File: src/rtl/alu_arbiter_if.sv
// Signal bundle between the two requesters, the arbiter and the shared ALU.
// The slave modport is the arbiter side; the master modport is the requester/ALU side.
interface alu_arbiter_if #(
    parameter int unsigned width = 32
) ();
    logic             req0_valid;
    logic             req0_ready;
    logic [width-1:0] req0_dataA;
    logic [width-1:0] req0_dataB;
    logic [3:0]       req0_func;
    logic [2:0]       req0_aluOp;

    logic             req1_valid;
    logic             req1_ready;
    logic [width-1:0] req1_dataA;
    logic [width-1:0] req1_dataB;
    logic [3:0]       req1_func;
    logic [2:0]       req1_aluOp;

    logic             rsp0_valid;
    logic             rsp0_ready;
    logic             rsp1_valid;
    logic             rsp1_ready;
    logic [width-1:0] rsp_result;
    logic             rsp_branch;

    logic [width-1:0] alu_dataA;
    logic [width-1:0] alu_dataB;
    logic [3:0]       alu_func;
    logic [2:0]       alu_aluOp;
    logic [width-1:0] alu_result;
    logic             alu_branch;

    logic             busy;

    modport slave (
        input  req0_valid, req0_dataA, req0_dataB, req0_func, req0_aluOp,
        input  req1_valid, req1_dataA, req1_dataB, req1_func, req1_aluOp,
        input  rsp0_ready, rsp1_ready, alu_result, alu_branch,
        output req0_ready, req1_ready, rsp0_valid, rsp1_valid, rsp_result, rsp_branch,
        output alu_dataA, alu_dataB, alu_func, alu_aluOp, busy
    );

    modport master (
        output req0_valid, req0_dataA, req0_dataB, req0_func, req0_aluOp,
        output req1_valid, req1_dataA, req1_dataB, req1_func, req1_aluOp,
        output rsp0_ready, rsp1_ready, alu_result, alu_branch,
        input  req0_ready, req1_ready, rsp0_valid, rsp1_valid, rsp_result, rsp_branch,
        input  alu_dataA, alu_dataB, alu_func, alu_aluOp, busy
    );
endinterface

File: src/rtl/alu_arbiter.sv
// Round-robin arbiter sharing one combinational ALU between two requesters, registered both ways.
// Define ALU_ARB_FIXED_PRIO_EN to make requester 0 always win ties (requester 1 may starve).
module alu_arbiter #(
    parameter int unsigned width = 32
) (
    input  logic         clock,
    input  logic         resetn,
    alu_arbiter_if.slave bus
);
    typedef enum logic [1:0] {StIdle, StExec, StResp} state_e;

    state_e           state_q, state_d;
    logic             grant_q, grant_d;
    logic [width-1:0] data_a_q, data_b_q, result_q;
    logic [3:0]       func_q;
    logic [2:0]       alu_op_q;
    logic             branch_q;

    logic             win_valid;
    logic             win_sel;
    logic             accept;
    logic             rsp_done;

`ifndef ALU_ARB_FIXED_PRIO_EN
    logic             last_grant_q;
`endif

    always_comb begin
        win_valid = bus.req0_valid | bus.req1_valid;
`ifdef ALU_ARB_FIXED_PRIO_EN
        win_sel = ~bus.req0_valid;
`else
        // On a tie the requester that was not served last goes next.
        if (bus.req0_valid && bus.req1_valid) begin
            win_sel = ~last_grant_q;
        end else begin
            win_sel = ~bus.req0_valid;
        end
`endif
    end

    always_comb begin
        state_d        = state_q;
        grant_d        = grant_q;
        accept         = 1'b0;
        rsp_done       = 1'b0;
        bus.req0_ready = 1'b0;
        bus.req1_ready = 1'b0;
        bus.rsp0_valid = 1'b0;
        bus.rsp1_valid = 1'b0;
        unique case (state_q)
            StIdle: begin
                if (win_valid) begin
                    accept         = 1'b1;
                    grant_d        = win_sel;
                    state_d        = StExec;
                    bus.req0_ready = ~win_sel;
                    bus.req1_ready = win_sel;
                end
            end
            StExec: begin
                state_d = StResp;
            end
            StResp: begin
                bus.rsp0_valid = ~grant_q;
                bus.rsp1_valid = grant_q;
                rsp_done       = grant_q ? bus.rsp1_ready : bus.rsp0_ready;
                if (rsp_done) begin
                    state_d = StIdle;
                end
            end
            default: begin
                state_d = StIdle;
            end
        endcase
    end

    always_ff @(posedge clock) begin
        if (!resetn) begin
            state_q  <= StIdle;
            grant_q  <= 1'b0;
            data_a_q <= '0;
            data_b_q <= '0;
            func_q   <= '0;
            alu_op_q <= '0;
            result_q <= '0;
            branch_q <= 1'b0;
        end else begin
            state_q <= state_d;
            grant_q <= grant_d;
            if (accept) begin
                data_a_q <= win_sel ? bus.req1_dataA : bus.req0_dataA;
                data_b_q <= win_sel ? bus.req1_dataB : bus.req0_dataB;
                func_q   <= win_sel ? bus.req1_func  : bus.req0_func;
                alu_op_q <= win_sel ? bus.req1_aluOp : bus.req0_aluOp;
            end
            if (state_q == StExec) begin
                result_q <= bus.alu_result;
                branch_q <= bus.alu_branch;
            end
        end
    end

`ifndef ALU_ARB_FIXED_PRIO_EN
    // Reset to 1 so requester 0 wins the first tie.
    always_ff @(posedge clock) begin
        if (!resetn) begin
            last_grant_q <= 1'b1;
        end else if (rsp_done) begin
            last_grant_q <= grant_q;
        end
    end
`endif

    always_comb begin
        bus.alu_dataA  = data_a_q;
        bus.alu_dataB  = data_b_q;
        bus.alu_func   = func_q;
        bus.alu_aluOp  = alu_op_q;
        bus.rsp_result = result_q;
        bus.rsp_branch = branch_q;
        bus.busy       = (state_q != StIdle);
    end
endmodule

File: src/flat_wrapper.sv
// flat-port wrapper written by rule: the top's interface ports become plain ports
module alu_arbiter_flat 
#(
    parameter int unsigned width = 32
)
  (clock, resetn, bus_req0_valid, bus_req0_dataA, bus_req0_dataB, bus_req0_func, bus_req0_aluOp, bus_req1_valid, bus_req1_dataA, bus_req1_dataB, bus_req1_func, bus_req1_aluOp, bus_rsp0_ready, bus_rsp1_ready, bus_alu_result, bus_alu_branch, bus_req0_ready, bus_req1_ready, bus_rsp0_valid, bus_rsp1_valid, bus_rsp_result, bus_rsp_branch, bus_alu_dataA, bus_alu_dataB, bus_alu_func, bus_alu_aluOp, bus_busy);
  alu_arbiter_if #(.width(width)) bus_i ();
  input  logic clock;
  input  logic resetn;
  input wire logic [$bits(bus_i.req0_valid)-1:0] bus_req0_valid;
  input wire logic [$bits(bus_i.req0_dataA)-1:0] bus_req0_dataA;
  input wire logic [$bits(bus_i.req0_dataB)-1:0] bus_req0_dataB;
  input wire logic [$bits(bus_i.req0_func)-1:0] bus_req0_func;
  input wire logic [$bits(bus_i.req0_aluOp)-1:0] bus_req0_aluOp;
  input wire logic [$bits(bus_i.req1_valid)-1:0] bus_req1_valid;
  input wire logic [$bits(bus_i.req1_dataA)-1:0] bus_req1_dataA;
  input wire logic [$bits(bus_i.req1_dataB)-1:0] bus_req1_dataB;
  input wire logic [$bits(bus_i.req1_func)-1:0] bus_req1_func;
  input wire logic [$bits(bus_i.req1_aluOp)-1:0] bus_req1_aluOp;
  input wire logic [$bits(bus_i.rsp0_ready)-1:0] bus_rsp0_ready;
  input wire logic [$bits(bus_i.rsp1_ready)-1:0] bus_rsp1_ready;
  input wire logic [$bits(bus_i.alu_result)-1:0] bus_alu_result;
  input wire logic [$bits(bus_i.alu_branch)-1:0] bus_alu_branch;
  output wire logic [$bits(bus_i.req0_ready)-1:0] bus_req0_ready;
  output wire logic [$bits(bus_i.req1_ready)-1:0] bus_req1_ready;
  output wire logic [$bits(bus_i.rsp0_valid)-1:0] bus_rsp0_valid;
  output wire logic [$bits(bus_i.rsp1_valid)-1:0] bus_rsp1_valid;
  output wire logic [$bits(bus_i.rsp_result)-1:0] bus_rsp_result;
  output wire logic [$bits(bus_i.rsp_branch)-1:0] bus_rsp_branch;
  output wire logic [$bits(bus_i.alu_dataA)-1:0] bus_alu_dataA;
  output wire logic [$bits(bus_i.alu_dataB)-1:0] bus_alu_dataB;
  output wire logic [$bits(bus_i.alu_func)-1:0] bus_alu_func;
  output wire logic [$bits(bus_i.alu_aluOp)-1:0] bus_alu_aluOp;
  output wire logic [$bits(bus_i.busy)-1:0] bus_busy;
  assign bus_i.req0_valid = bus_req0_valid;
  assign bus_i.req0_dataA = bus_req0_dataA;
  assign bus_i.req0_dataB = bus_req0_dataB;
  assign bus_i.req0_func = bus_req0_func;
  assign bus_i.req0_aluOp = bus_req0_aluOp;
  assign bus_i.req1_valid = bus_req1_valid;
  assign bus_i.req1_dataA = bus_req1_dataA;
  assign bus_i.req1_dataB = bus_req1_dataB;
  assign bus_i.req1_func = bus_req1_func;
  assign bus_i.req1_aluOp = bus_req1_aluOp;
  assign bus_i.rsp0_ready = bus_rsp0_ready;
  assign bus_i.rsp1_ready = bus_rsp1_ready;
  assign bus_i.alu_result = bus_alu_result;
  assign bus_i.alu_branch = bus_alu_branch;
  assign bus_req0_ready = bus_i.req0_ready;
  assign bus_req1_ready = bus_i.req1_ready;
  assign bus_rsp0_valid = bus_i.rsp0_valid;
  assign bus_rsp1_valid = bus_i.rsp1_valid;
  assign bus_rsp_result = bus_i.rsp_result;
  assign bus_rsp_branch = bus_i.rsp_branch;
  assign bus_alu_dataA = bus_i.alu_dataA;
  assign bus_alu_dataB = bus_i.alu_dataB;
  assign bus_alu_func = bus_i.alu_func;
  assign bus_alu_aluOp = bus_i.alu_aluOp;
  assign bus_busy = bus_i.busy;
  alu_arbiter #(.width(width)) u_core (.clock(clock), .resetn(resetn), .bus(bus_i));
endmodule
File: config.mk
export PLATFORM = sky130hd
export DESIGN_NAME = alu_arbiter_flat
export DESIGN_NICKNAME = d
export VERILOG_FILES = /design/src/rtl/alu_arbiter_if.sv /design/src/rtl/alu_arbiter.sv /design/src/flat_wrapper.sv
export SDC_FILE = /design/constraint.sdc
export NUM_CORES = 1
export LEC_CHECK = 0
export CORE_MARGIN = 5
export CORE_UTILIZATION = 43
export DETAILED_ROUTE_END_ITERATION = 7
export PLACE_DENSITY = 0.94
export SLEW_MARGIN = 40
export SYNTH_ARGS = -nofsm -noshare
export SYNTH_HDL_FRONTEND = slang
export SYNTH_SLANG_ARGS = --single-unit
File: constraint.sdc
create_clock -name clock -period 2.6 [get_ports clock]
set_clock_uncertainty 0.1 [all_clocks]
set_input_delay 0.39 -clock clock [delete_from_list [all_inputs] [get_ports clock]]
set_output_delay 0.39 -clock clock [all_outputs]
set_load 0.02 [all_outputs]
==> reports/metrics.cfg <==
[synthesis]
synth_top_cells_by_area=dfxtp_1 40%, o311a_1 13%, o21bai_1 9.8%
synth_ff_type=dfxtp_1
yosysWarnings=0
async_reset_ff_share_pct=0
netlist_instances=588
synth_edf_count=0
synthDistinctLibCells=30
ys_seq_area_share_pct=39.58
ys_ff_latch=108
synth_top_area_share_pct=39.58
syn-cell-area_mm2=0.005463
yosysTopAreaCell=dfxtp_1
syn_area_per_cell_um2=9.290
synth_fp_nets=769

[global_route]
grt_max_degree=115
antenna_found_initial=0
grtUsageTotal_pct=23.10
grt_overflow_total=0
grt_pass1_wl_um=27410
grt_pass1_vias=5512

[setup_path]
crit_slowest_cell=clkdlybuf4s50_1
crit_top_cell=clkdlybuf4s50_1
crit_family=buffers and inverters
slowest_delay_ps=630
critPathCaptureType=primary output
crit_path_cell_trace=clkdlybuf4s50_1 > nand2b_4 > and3_1 > clkdlybuf4s50_1
crit_buf_inv=2
path_class=input port to primary output
worstPathRequired_ps=2110
crit_arrival_ps=1960
critPathLaunchType=input port
path_max_fanout=4

[cts]
worstSkewPairLatency_ps=340
cts_buffers=9
cts_num_sinks=108
cts_setup_buffers=0
cts.reportedPaths.clkPinSlew_ps=70
cts_tree=yes
htreeDepth=3
cts_root_buf=clkbuf_16
cts-hold-fix-buffers=0
cts_buffer_depth=2

[power_and_ir_drop]
power.leakage_nw=3.543
p_per_area_mw_per_mm2=567.7
peakVddDrop_mv=0.3980

[timing]
fmax_mhz=408.9
finalCritPeriodShare_pct=94.07
fin_tns_setup_ps=0
rsz0062_at_grt=no
slew_headroom_pct=43.57
setup_viol=0
worst_pin_slew_ps=846.5
hold_viol_final=0
fin_crit_ps=2446
slew_viol_final=0

[place]
routabilityCongestion=0.7528
io_buffers=289
dp_hpwl_um=12900

[final_layout]
n_antenna_cell=0
drive_gt1_share_pct=8.034
syn_to_final_growth_pct=58.04
ff_latch_area_mm2=0.002162
multi_input_area_mm2=0.002914
nFillCells=990
final_util_pct=68.97
nets=1010

[routing]
wl_um=18590
drc_errors=0
drt_iter0_drc=329
post_drt_via_cell_ratio=5.439
wl_per_cell_um=18.48
drtPass1Iterations=4
vias=5472
drtAntennaViolNets=0

[min_path]
hp-class=input port to flop

[floorplanning]
ios=290
die-area_mm2=0.01506
dieWidth_um=122.7
fp-row-count=41
core-area_mm2=0.01252
start_util_pct=43.64
die_h_um=122.7

[flow_run]
max_cap_violations=0

[outcome]
status=finished, final reports clean

## logic make-up (layout without fill, tap and decap cells)
| kind of cell | count (synthesis) | in the layout | synth area share [%] |
|---|---|---|---|
| and+or+nand+nor | 152 | 152 | 14.22 |
| buffers and inverters | 76 | 322 | 7.489 |
| DFF | 108 | 108 | 39.58 |
| AOI/OAI and AO/OA | 252 | 252 | 38.71 |
## synthesized netlist by cell type (2+ instances only)
library cell,n
clkbuf_1,36
o311a_1,71
a21boi_1,30
nor2_1,4
nor2b_1,2
buf_2,25
a21boi_2,30
o21bai_1,71
a21oi_1,26
a21boi_0,20
nand2b_1,4
buf_6,5
dfxtp_1,108
nand2_1,67
buf_8,3
and3_1,72
## layout by cell type, fill, tap and decap left out, types with 2 or more instances in the layout
master and n:
a21boi_0 20, a21boi_1 30, a21boi_2 30, a21oi_1 26, and3_1 72, buf_12 3, buf_4 12, clkbuf_16 9
clkdlybuf4s50_1 286, clkinv_2 2, dfxtp_1 108, inv_6 2, nand2_1 67, nand2b_1 3, nor2_1 4, nor2_4 2
o21bai_1 71, o311a_1 71
## metal layers
| layer | GRT usage, % | part of all wire [%] | up-vias | routed length, µm |
|---|---|---|---|---|
| li1 | - | - | 2666 | - |
| met1 | 24.56 | 36 | 2513 | 6778 |
| met2 | 40.04 | 49 | 239 | 9165 |
| met3 | 8.341 | 10 | 54 | 1907 |
| met4 | 11.90 | 4.0 | 0 | 737 |
| met5 | 0 | 0 | - | 0 |
## through the flow
| stage | std cells | power [W] | hold WS (ps) | worst slack (ps) | instance area, µm² |
|---|---|---|---|---|---|
| 3_5_place_dp | 990 | 0.003541 | 345.6 | 55.60 | 8330 |
| 6_report | 1006 | 0.004901 | 344.4 | 154.2 | 8633 |
| 2_1_floorplan | 588 | 0.002783 | 387.3 | 965.2 | 5463 |
| 5_1_grt | 1006 | 0.005124 | 362.7 | 96.73 | 8633 |
| 3_3_place_gp | 990 | 0.003507 | 341.6 | 47.58 | 8330 |
| 4_1_cts | 1006 | 0.004949 | 338.6 | 57.97 | 8631 |
## flip-flops by register name (all words and copies together) (netlist names)
name,cells
u_core.bus.alu_dataA,32
u_core.bus.alu_dataB,32
u_core.bus.rsp_result,32
u_core.bus.alu_func,4
u_core.bus.alu_aluOp,3
u_core.state_q,2
u_core.bus.rsp_branch,1
u_core.grant_q,1
u_core.last_grant_q,1
## where the power goes
part	total, W	switching (W)	internal (W)	leakage [nW]
Sequential	0.00192	0.0000881	0.00183	0.892
Clock	0.00140	0.000618	0.000778	0.150
Combinational	0.00158	0.000739	0.000845	2.50
Total	0.00490	0.00144	0.00346	3.54
## cell type report
cell class,instances,area share [%]
clock buffer,11,2.812
timing repair buffer,303,35.10
sequential,108,25.04
inverter,3,0.1304
multi-input combinational,404,33.75
clock inverter,5,0.6667
tap,172,2.493
## what timing repair did
action / 4_1_cts / 5_1_grt
endpoints found under the hold margin: 0 / 0
endpoints found under the setup margin: 0 / 1
resized for setup: 0 / 1
## worst paths after layout
| kind | from | end | slack, ps | depth (start not counted) |
|---|---|---|---|---|
| max reg2reg | u_core.state_q[1] | u_core.bus.alu_dataB[27] | 790 | 5 |
| min | resetn | u_core.bus.alu_dataB[0] | 340 | 2 |
| min reg2reg | u_core.bus.rsp_result[1] | u_core.bus.rsp_result[1] | 350 | 2 |
| max | bus_req1_valid | bus_req0_ready | 150 | 4 |
Note: power is estimated with default switching activity, not from simulation.
==> patch, RTL diff (same flow settings) <==
Add a define of `ALU_ARB_FIXED_PRIO_EN`.
--- a/src/rtl/alu_arbiter.sv
+++ b/src/rtl/alu_arbiter.sv
@@ -1,5 +1,7 @@
 // Round-robin arbiter sharing one combinational ALU between two requesters, registered both ways.
 // Define ALU_ARB_FIXED_PRIO_EN to make requester 0 always win ties (requester 1 may starve).
+`define ALU_ARB_FIXED_PRIO_EN
+
 module alu_arbiter #(
     parameter int unsigned width = 32
 ) (
Behaviour: not the same (Yosys sat finds a counterexample within 4 cycles, from zero or initial values and one cycle with resetn low).
==> patch against the unedited design <==
Cell area decreased by 6.0%. Sequential cell count decreased by 1. Utilization is 3.0 points higher. Largest power group unchanged. Cell count is 11% lower. Critical path depth shrank 1. Highest routed layer unchanged. Total power is 0.56% lower. Wire length is 10% lower. Register-to-register slack got worse by 80 ps. Worst setup slack gained 180 ps. Area after synthesis decreased by 10%. Hold slack better by 11 ps.
==> patch: results (changes against the unedited design) <==
Outcome
The run finished with clean final reports.

Finish
The filler cell count is 754 (-24%). The non-clock inverter total of the final layout came to 2 (-1). The number of non-clock buffers in the layout was 298 (-1.7%).

The sequential cell area share is 0.264 (+0.0136). The number of non-filler instances in the completed layout is 893 (-11%). The non-clock buffering overhead in the final layout came to 0.371 (+0.0197). The multi-input combinational gate total is 328 (-19%).

Hold path
The path class of the tightest hold or removal check is register to register. The startpoint of the lowest-slack hold path is u_core.bus.rsp_result[6].

GRT
The pin count of the biggest net entering global routing is 73 (-37%). The met3 capacity usage during global routing came to 0.0741 (-0.00932). The routing usage on met2 is 0.420 (+0.0199).

The number of global-route vias before repair is 4942 (-10%). The met1 track demand over resource is 0.235 (-0.0102). The overall fraction of global-route tracks in use is 0.229 (-0.00164).

Route
The violation count after the first detailed-routing iteration is 169 (-49%). The detailed-route vias per instance was 5.27 (-3.1%). The length of routed met3 wiring is 1750 um (-8.3%). The wire length per cell after detailed routing came to 18.7 um (+1.3%).

Synthesis
The net count after synthesis is 669 (-13%). The number of synthesized register bits was 107 (-0.93%). The commonest cells after synthesis are 107 x sky130_fd_sc_hd__dfxtp_1, 106 x sky130_fd_sc_hd__a21oi_1, 72 x sky130_fd_sc_hd__mux2i_1.

By area the synthesized netlist is led by sky130_fd_sc_hd__dfxtp_1 44%, sky130_fd_sc_hd__a211oi_2 18%, sky130_fd_sc_hd__mux2i_1 15%.

Critical path
The critical path arrival is 1780 ps (-180 ps). The startpoint type of the worst setup path is a register.

Pwr
The leakage power summed over all cells is 3.03 nW (-15%).

Placement
The estimated wirelength of the detail-placed design is 12500 um (-2.8%).
## patch: cell types whose count changed after synthesis, moves of 15 or more
cell                       unedited run  this run
sky130_fd_sc_hd__a21oi_1             26       106
sky130_fd_sc_hd__mux2i_1              0        72
sky130_fd_sc_hd__and3_1              72         1
sky130_fd_sc_hd__o21bai_1            71         0
sky130_fd_sc_hd__o311a_1             71         0
sky130_fd_sc_hd__a211oi_2             0        70
sky130_fd_sc_hd__a21boi_1            30         0
sky130_fd_sc_hd__a21boi_2            30         0
sky130_fd_sc_hd__a21boi_0            20         0
sky130_fd_sc_hd__clkbuf_1            36        21
## patch: logic make-up (layout without fill, tap and decap cells)
| logic type | count (synthesis) | after routing | share of synthesized area |
|---|---|---|---|
| multiplexers | 72 | 72 | 0.147 |
| flip-flops | 107 | 107 | 0.438 |
| AND/OR/NAND/NOR | 79 | 79 | 0.0675 |
| buffers and inverters | 53 | 315 | 0.0583 |
| AO/OA/AOI/OAI | 177 | 177 | 0.289 |
## patch: worst max-delay path, cell delays in order, from the launching register on
cell,delay (ps)
sky130_fd_sc_hd__dfxtp_1,380
sky130_fd_sc_hd__nor2_4,240
sky130_fd_sc_hd__and2_1,190
sky130_fd_sc_hd__clkdlybuf4s50_1,640
## patch: power breakdown
| group | leakage, nW | switching, mW | internal (mW) | total, mW |
|---|---|---|---|---|
| Combinational | 2.00 | 0.782 | 0.786 | 1.57 |
| Sequential | 0.885 | 0.0996 | 1.82 | 1.91 |
| Clock | 0.144 | 0.598 | 0.793 | 1.39 |
## patch: through the flow
step | setup slack, ps | hold WS (ps) | cell area [um^2]
floorplan | 897 | 411 | 4890
global placement | 271 | 341 | 7790
detailed placement | 302 | 348 | 7810
CTS | 285 | 357 | 8110
global route | 184 | 374 | 8110
finish | 330 | 356 | 8110
